[config.mk]
export PLATFORM = sky130hd
export DESIGN_NAME = bw_io_ic_filter_ctl
export DESIGN_NICKNAME = d
export VERILOG_FILES = /design/src/rtl/bw_io_pkg.sv /design/src/rtl/bw_io_sync2.sv /design/src/rtl/bw_io_ic_filter_ctl.sv
export SDC_FILE = /design/constraint.sdc
export NUM_CORES = 1
export LEC_CHECK = 0
export ABC_AREA = 1
export BUFFER_PORTS_ARGS = -buffer_cell sky130_fd_sc_hd__buf_2
export CAP_MARGIN = 20
export CORE_MARGIN = 5
export CORE_UTILIZATION = 50
export CTS_CLUSTER_DIAMETER = 200
export DETAILED_ROUTE_END_ITERATION = 7
export GPL_TIMING_DRIVEN = 0
export PLACE_DENSITY = 0.83
export SLEW_MARGIN = 40
export SYNTH_ARGS = -nofsm -noshare
export SYNTH_HDL_FRONTEND = slang
export SYNTH_HIERARCHICAL = 1
export SYNTH_SLANG_ARGS = --single-unit
[constraint.sdc]
create_clock -name clk -period 2.1 [get_ports clk]
set_input_delay 0.21 -clock clk [delete_from_list [all_inputs] [get_ports clk]]
set_output_delay 0.21 -clock clk [all_outputs]
set_load 0.1 [all_outputs]
[src/rtl/bw_io_pkg.sv]
// Shared types and default constants for the IO-cell receiver filter controller.
package bw_io_pkg;

  typedef enum logic [1:0] {
    PWR_WAIT,
    STABLE,
    CHECK
  } filt_state_e;

  localparam int FILT_W_DEF   = 8;
  localparam int GLITCH_W_DEF = 8;
  localparam int SYNC_DEPTH   = 2;

endpackage

[src/rtl/bw_io_sync2.sv]
// 1-bit two-flop synchronizer with a parameterised reset value.
module bw_io_sync2
  import bw_io_pkg::*;
#(
  parameter logic RST_VAL = 1'b0
) (
  input  logic clk,
  input  logic rst_l,
  input  logic d,
  output logic q
);

  logic [SYNC_DEPTH-1:0] sync_q;

  // NOTE: sequential state uses non-blocking assignments; reset is sampled on the clock edge.
  always_ff @(posedge clk) begin
    if (!rst_l) begin
      sync_q <= {SYNC_DEPTH{RST_VAL}};
    end else begin
      sync_q <= {sync_q[SYNC_DEPTH-2:0], d};
    end
  end

  assign q = sync_q[SYNC_DEPTH-1];

endmodule

[src/rtl/bw_io_ic_filter_ctl.sv]
// Receiver deglitch controller: sync, stability qualification, power-good gating.
// Optional glitch counter enabled by defining BW_IO_IC_FILTER_GLITCH_CNT_EN.
module bw_io_ic_filter_ctl
  import bw_io_pkg::*;
#(
  parameter int   FILT_W    = FILT_W_DEF,
  parameter int   GLITCH_W  = GLITCH_W_DEF,
  parameter logic RESET_VAL = 1'b0
) (
  input  logic              clk,
  input  logic              rst_l,
  input  logic              torcvr,
  input  logic              vddo_pwrok,
  input  logic              filt_en,
  input  logic [FILT_W-1:0] filt_cnt,
  output logic              rcv_out,
  output logic              rcv_rise,
  output logic              rcv_fall,
  output logic              filt_busy
`ifdef BW_IO_IC_FILTER_GLITCH_CNT_EN
  ,
  input  logic                glitch_clr,
  output logic [GLITCH_W-1:0] glitch_cnt
`endif
);

  localparam logic [FILT_W:0] ONE = (FILT_W+1)'(1);

  logic              rx_s, pwr_s;
  filt_state_e       state, state_nxt;
  logic [FILT_W-1:0] cnt, cnt_nxt;
  logic [FILT_W:0]   eff_cnt, cnt_inc;
  logic              rcv_out_nxt, rise_nxt, fall_nxt;
  logic              mismatch, bypass;
`ifdef BW_IO_IC_FILTER_GLITCH_CNT_EN
  logic              glitch_inc;
`endif

  bw_io_sync2 #(.RST_VAL(RESET_VAL)) u_sync_rx (
    .clk   (clk),
    .rst_l (rst_l),
    .d     (torcvr),
    .q     (rx_s)
  );

  bw_io_sync2 #(.RST_VAL(1'b0)) u_sync_pwr (
    .clk   (clk),
    .rst_l (rst_l),
    .d     (vddo_pwrok),
    .q     (pwr_s)
  );

  // A programmed count of 0 behaves as 1; one extra bit keeps cnt+1 from wrapping.
  assign eff_cnt  = (filt_cnt == '0) ? ONE : {1'b0, filt_cnt};
  assign cnt_inc  = {1'b0, cnt} + ONE;
  assign mismatch = (rx_s != rcv_out);
  assign bypass   = !filt_en || (eff_cnt <= ONE);

  // NOTE: every combinational output gets a default first so no latch is inferred.
  always_comb begin
    state_nxt   = state;
    cnt_nxt     = cnt;
    rcv_out_nxt = rcv_out;
    rise_nxt    = 1'b0;
    fall_nxt    = 1'b0;
`ifdef BW_IO_IC_FILTER_GLITCH_CNT_EN
    glitch_inc  = 1'b0;
`endif
    if (!pwr_s) begin
      state_nxt   = PWR_WAIT;
      cnt_nxt     = '0;
      rcv_out_nxt = RESET_VAL;
    end else begin
      unique case (state)
        PWR_WAIT: begin
          state_nxt   = STABLE;
          rcv_out_nxt = rx_s;
        end
        STABLE: begin
          if (mismatch) begin
            if (bypass) begin
              rcv_out_nxt = rx_s;
              rise_nxt    = rx_s;
              fall_nxt    = !rx_s;
            end else begin
              state_nxt = CHECK;
              cnt_nxt   = FILT_W'(1);
            end
          end
        end
        CHECK: begin
          // Dropping filt_en abandons the candidate; bypass takes over next cycle.
          if (!filt_en) begin
            state_nxt = STABLE;
            cnt_nxt   = '0;
          end else if (!mismatch) begin
            state_nxt  = STABLE;
            cnt_nxt    = '0;
`ifdef BW_IO_IC_FILTER_GLITCH_CNT_EN
            glitch_inc = 1'b1;
`endif
          end else if (cnt_inc >= eff_cnt) begin
            state_nxt   = STABLE;
            cnt_nxt     = '0;
            rcv_out_nxt = rx_s;
            rise_nxt    = rx_s;
            fall_nxt    = !rx_s;
          end else begin
            cnt_nxt = cnt_inc[FILT_W-1:0];
          end
        end
        default: begin
          state_nxt   = PWR_WAIT;
          cnt_nxt     = '0;
          rcv_out_nxt = RESET_VAL;
        end
      endcase
    end
  end

  always_ff @(posedge clk) begin
    if (!rst_l) begin
      state    <= PWR_WAIT;
      cnt      <= '0;
      rcv_out  <= RESET_VAL;
      rcv_rise <= 1'b0;
      rcv_fall <= 1'b0;
    end else begin
      state    <= state_nxt;
      cnt      <= cnt_nxt;
      rcv_out  <= rcv_out_nxt;
      rcv_rise <= rise_nxt;
      rcv_fall <= fall_nxt;
    end
  end

  assign filt_busy = (state == CHECK);

`ifdef BW_IO_IC_FILTER_GLITCH_CNT_EN
  // Saturating glitch counter; clear wins over a coincident increment.
  always_ff @(posedge clk) begin
    if (!rst_l) begin
      glitch_cnt <= '0;
    end else if (glitch_clr) begin
      glitch_cnt <= '0;
    end else if (glitch_inc && (glitch_cnt != '1)) begin
      glitch_cnt <= glitch_cnt + GLITCH_W'(1);
    end
  end
`endif

endmodule

==> run metrics <==
vias per cell=5.22; Top delay family on crit path=simple AND/OR/NAND/NOR gates; CTS tree=done; Power, Total=0.000561 W; I/O Buffers=16; met2 wire length=1.40 mm; area grow syn2layout=25.9%; Synth area leaders=dfxtp_1, nand2_1, ha_1; Max Slew Vio Count=0; Max Buffers Root-to-Sink=2; largest net degree at the start of global routing=11; Post-Route WL=2.64 mm; I/O Pins=17; max frequency=460 MHz; RD Place Congestion=0.771; cells along the critical path=ha_4, nand3_4, xnor2_4, ha_4, a21oi_1, nand3_1, nand2_1, nand2_1, nand2_2, nand3_4, nor2_8, nand2_1, a21oi_1; core area=2190 um2; met3 wire length=172 um; Diodes inserted=0; clk sinks=17; Final HPWL DP=1.78 mm; residual DRC count=0; RR Startpoint=cnt[0]; reg-to-reg endpoint=cnt[3]; power per cell area=393 nW/um2; floorplan row count=17; clk_lat worst skew=0.29 ns; Detail Route Antenna Nets=0; Initial DRC Count=23; Worst Max-Slew Pin Slew=0.485 ns; status=complete, but fails checks; initial antenna violation count=0; initial core utilization=51.7%; Die Ht=57.6 um; Die X=57.6 um; most frequent cell after synthesis=nand2_1; CP most frequent cell=nand2_1; hold path depth=3; Synth Area per Inst=7.22 um2; Crit path largest cell delay=0.39 ns; first-pass GRT wire length=4.11 mm; final worst setup slack=-0.0723 ns; crit path launch type=flip-flop; Yosys top cell area share=30.0%; DR top layer=met4; vias in the first global route=1048; sequential share of the synthesized area=30.0%; skew final=0.00715 ns; Post-synth EDFFs=0; GRT Util Overall=15.4%; Worst R2R Path Depth=13; Nets=208; Syn Std Cell Area=1130 um2; Root Driver=clkbuf_4; Tcrit/Tclk final=103%; FF/Latch Area=354 um2; Final Hold Viols=0; maxcap violations=0; Clk pin slew, worst setup/hold paths=0.09 ns; Multi-input gate area=788 um2; Leak=0.725 nW; RSZ-0062 raised after global routing=true; layout cells sized above 1=30.9%; detailed-route wire length per cell=12.6 um; worst hold path type=input port to flip-flop; crit path buf inv count=0; Worst Path Arrival=2.39 ns; fin crit period=2.17 ns; Ys Warns=6; hold path startpoint=vddo_pwrok; crit end category=flip-flop; ys flop type=dfxtp_1; most frequent cells after synthesis=nand2_1, inv_1, dfxtp_1; synthesized flop and latch total=17; Worst R2R Setup Slack=-0.07 ns; Yosys top cell by area=dfxtp_1; worst rel slew slack=67.9%; routed metal-1 wire length=1.03 mm; Max H-tree Level=1; Placed Instance Area=1250 um2; syn nets=183; Final Setup Violations=10; CTS buffer count=3; Die ar.=3320 um2; Final Instance Area=1430 um2; Post-synth ARST share=0%; Netlist cell types=26; Post-Synthesis Cells=157; Fin Hold WS=0.0937 ns; Crit Path Max Fanout=7; CP Data Required Time=2.31 ns; hold endpoint=u_sync_pwr/sync_q[0]; Max VDD drop=432 uV; Fill cells=179; slowest CP cell=dfxtp_4; via count=1091; Setup CP Type=flip-flop to flip-flop; first-pass detailed-route iteration total=4; failing checks=negative setup slack; grt ovf=0
## layout make-up
cell class                 count  area share [%]
timing repair buffer          20            7.71
clock buffer                   3            1.58
inverter                      30            7.89
multi-input combinational    110            55.2
clock inverter                 1           0.351
sequential                    17            24.8
tap                           28            2.45
## routing by layer
layer / track usage [%] / vias to the layer above
li1: - / 541
met2: 29.4 / 35
met5: 0 / -
met4: 4.97 / 0
met1: 16.3 / 509
met3: 4.01 / 6
## where the power goes
| group | total, W | internal [W] | switching (W) | leakage [nW] |
|---|---|---|---|---|
| clock | 0.000175 | 0.0000709 | 0.000105 | 0.0177 |
| sequential | 0.000326 | 0.000323 | 0.00000287 | 0.141 |
| combinational | 0.0000598 | 0.0000240 | 0.0000358 | 0.566 |
## how the worst max path moves through the flow
stage | start | to | slack [ns] | cells after the start
2_1_floorplan | cnt[0] | rcv_out | 0.02 | 16
3_3_place_gp | cnt[0] | cnt[0] | -0.17 | 15
3_5_place_dp | cnt[0] | cnt[0] | -0.25 | 15
4_1_cts | cnt[0] | cnt[0] | -0.05 | 15
5_1_grt | cnt[0] | cnt[5] | -0.26 | 15
6_report | cnt[0] | cnt[3] | -0.07 | 13
## state kept, by name, indices dropped and copies added (netlist names)
| signal | count |
|---|---|
| cnt | 8 |
| rcv_rise | 1 |
| u_sync_pwr/sync_q | 2 |
| rcv_fall | 1 |
| u_sync_rx/sync_q | 2 |
| state | 2 |
| rcv_out | 1 |
## cells in the final DEF, fill, tap and decap left out, types with 4 or more instances in the layout
cell	n
a21oi_2	4
dfxtp_1	12
inv_1	28
nand3_1	7
nand2_1	38
ha_1	11
nor2_1	6
buf_4	4
buf_2	16
nand2_2	6
a21oi_1	8
## logic make-up (layout without fill, tap and decap cells)
kind of cell | count (synthesis) | in the layout | share of synthesized area, %
compound gates | 21 | 21 | 10.7
xor+xnor | 7 | 7 | 5.41
flops | 17 | 17 | 30.0
fa+ha+maj | 13 | 13 | 14.3
simple gates | 69 | 69 | 29.6
buf+inv | 30 | 54 | 9.93
## tightest hold or removal path, stage by stage
cell,delay [ns]
buf_2,0.08
nand2_1,0.04
inv_1,0.04
## metrics by stage
stage / std cells / utilization, % / setup TNS [ns] / worst slack, ns
2_1_floorplan: 157 / - / 0 / 0.0226
3_3_place_gp: 201 / 57.0 / -1.60 / -0.167
3_5_place_dp: 201 / 57.0 / -2.55 / -0.251
4_1_cts: 207 / 61.3 / -0.260 / -0.0456
5_1_grt: 209 / 65.2 / -2.33 / -0.258
6_report: 209 / 65.2 / -0.432 / -0.0723
## timing repair
item | 4_1_cts | 5_1_grt
pin swaps | 7 | 2
buffers inserted | 2 | 2
setup endpoints to repair | 13 | 12
hold buffers | 0 | 0
resized for setup | 12 | 18
No activity file was read; power rests on OpenSTA's default activity.
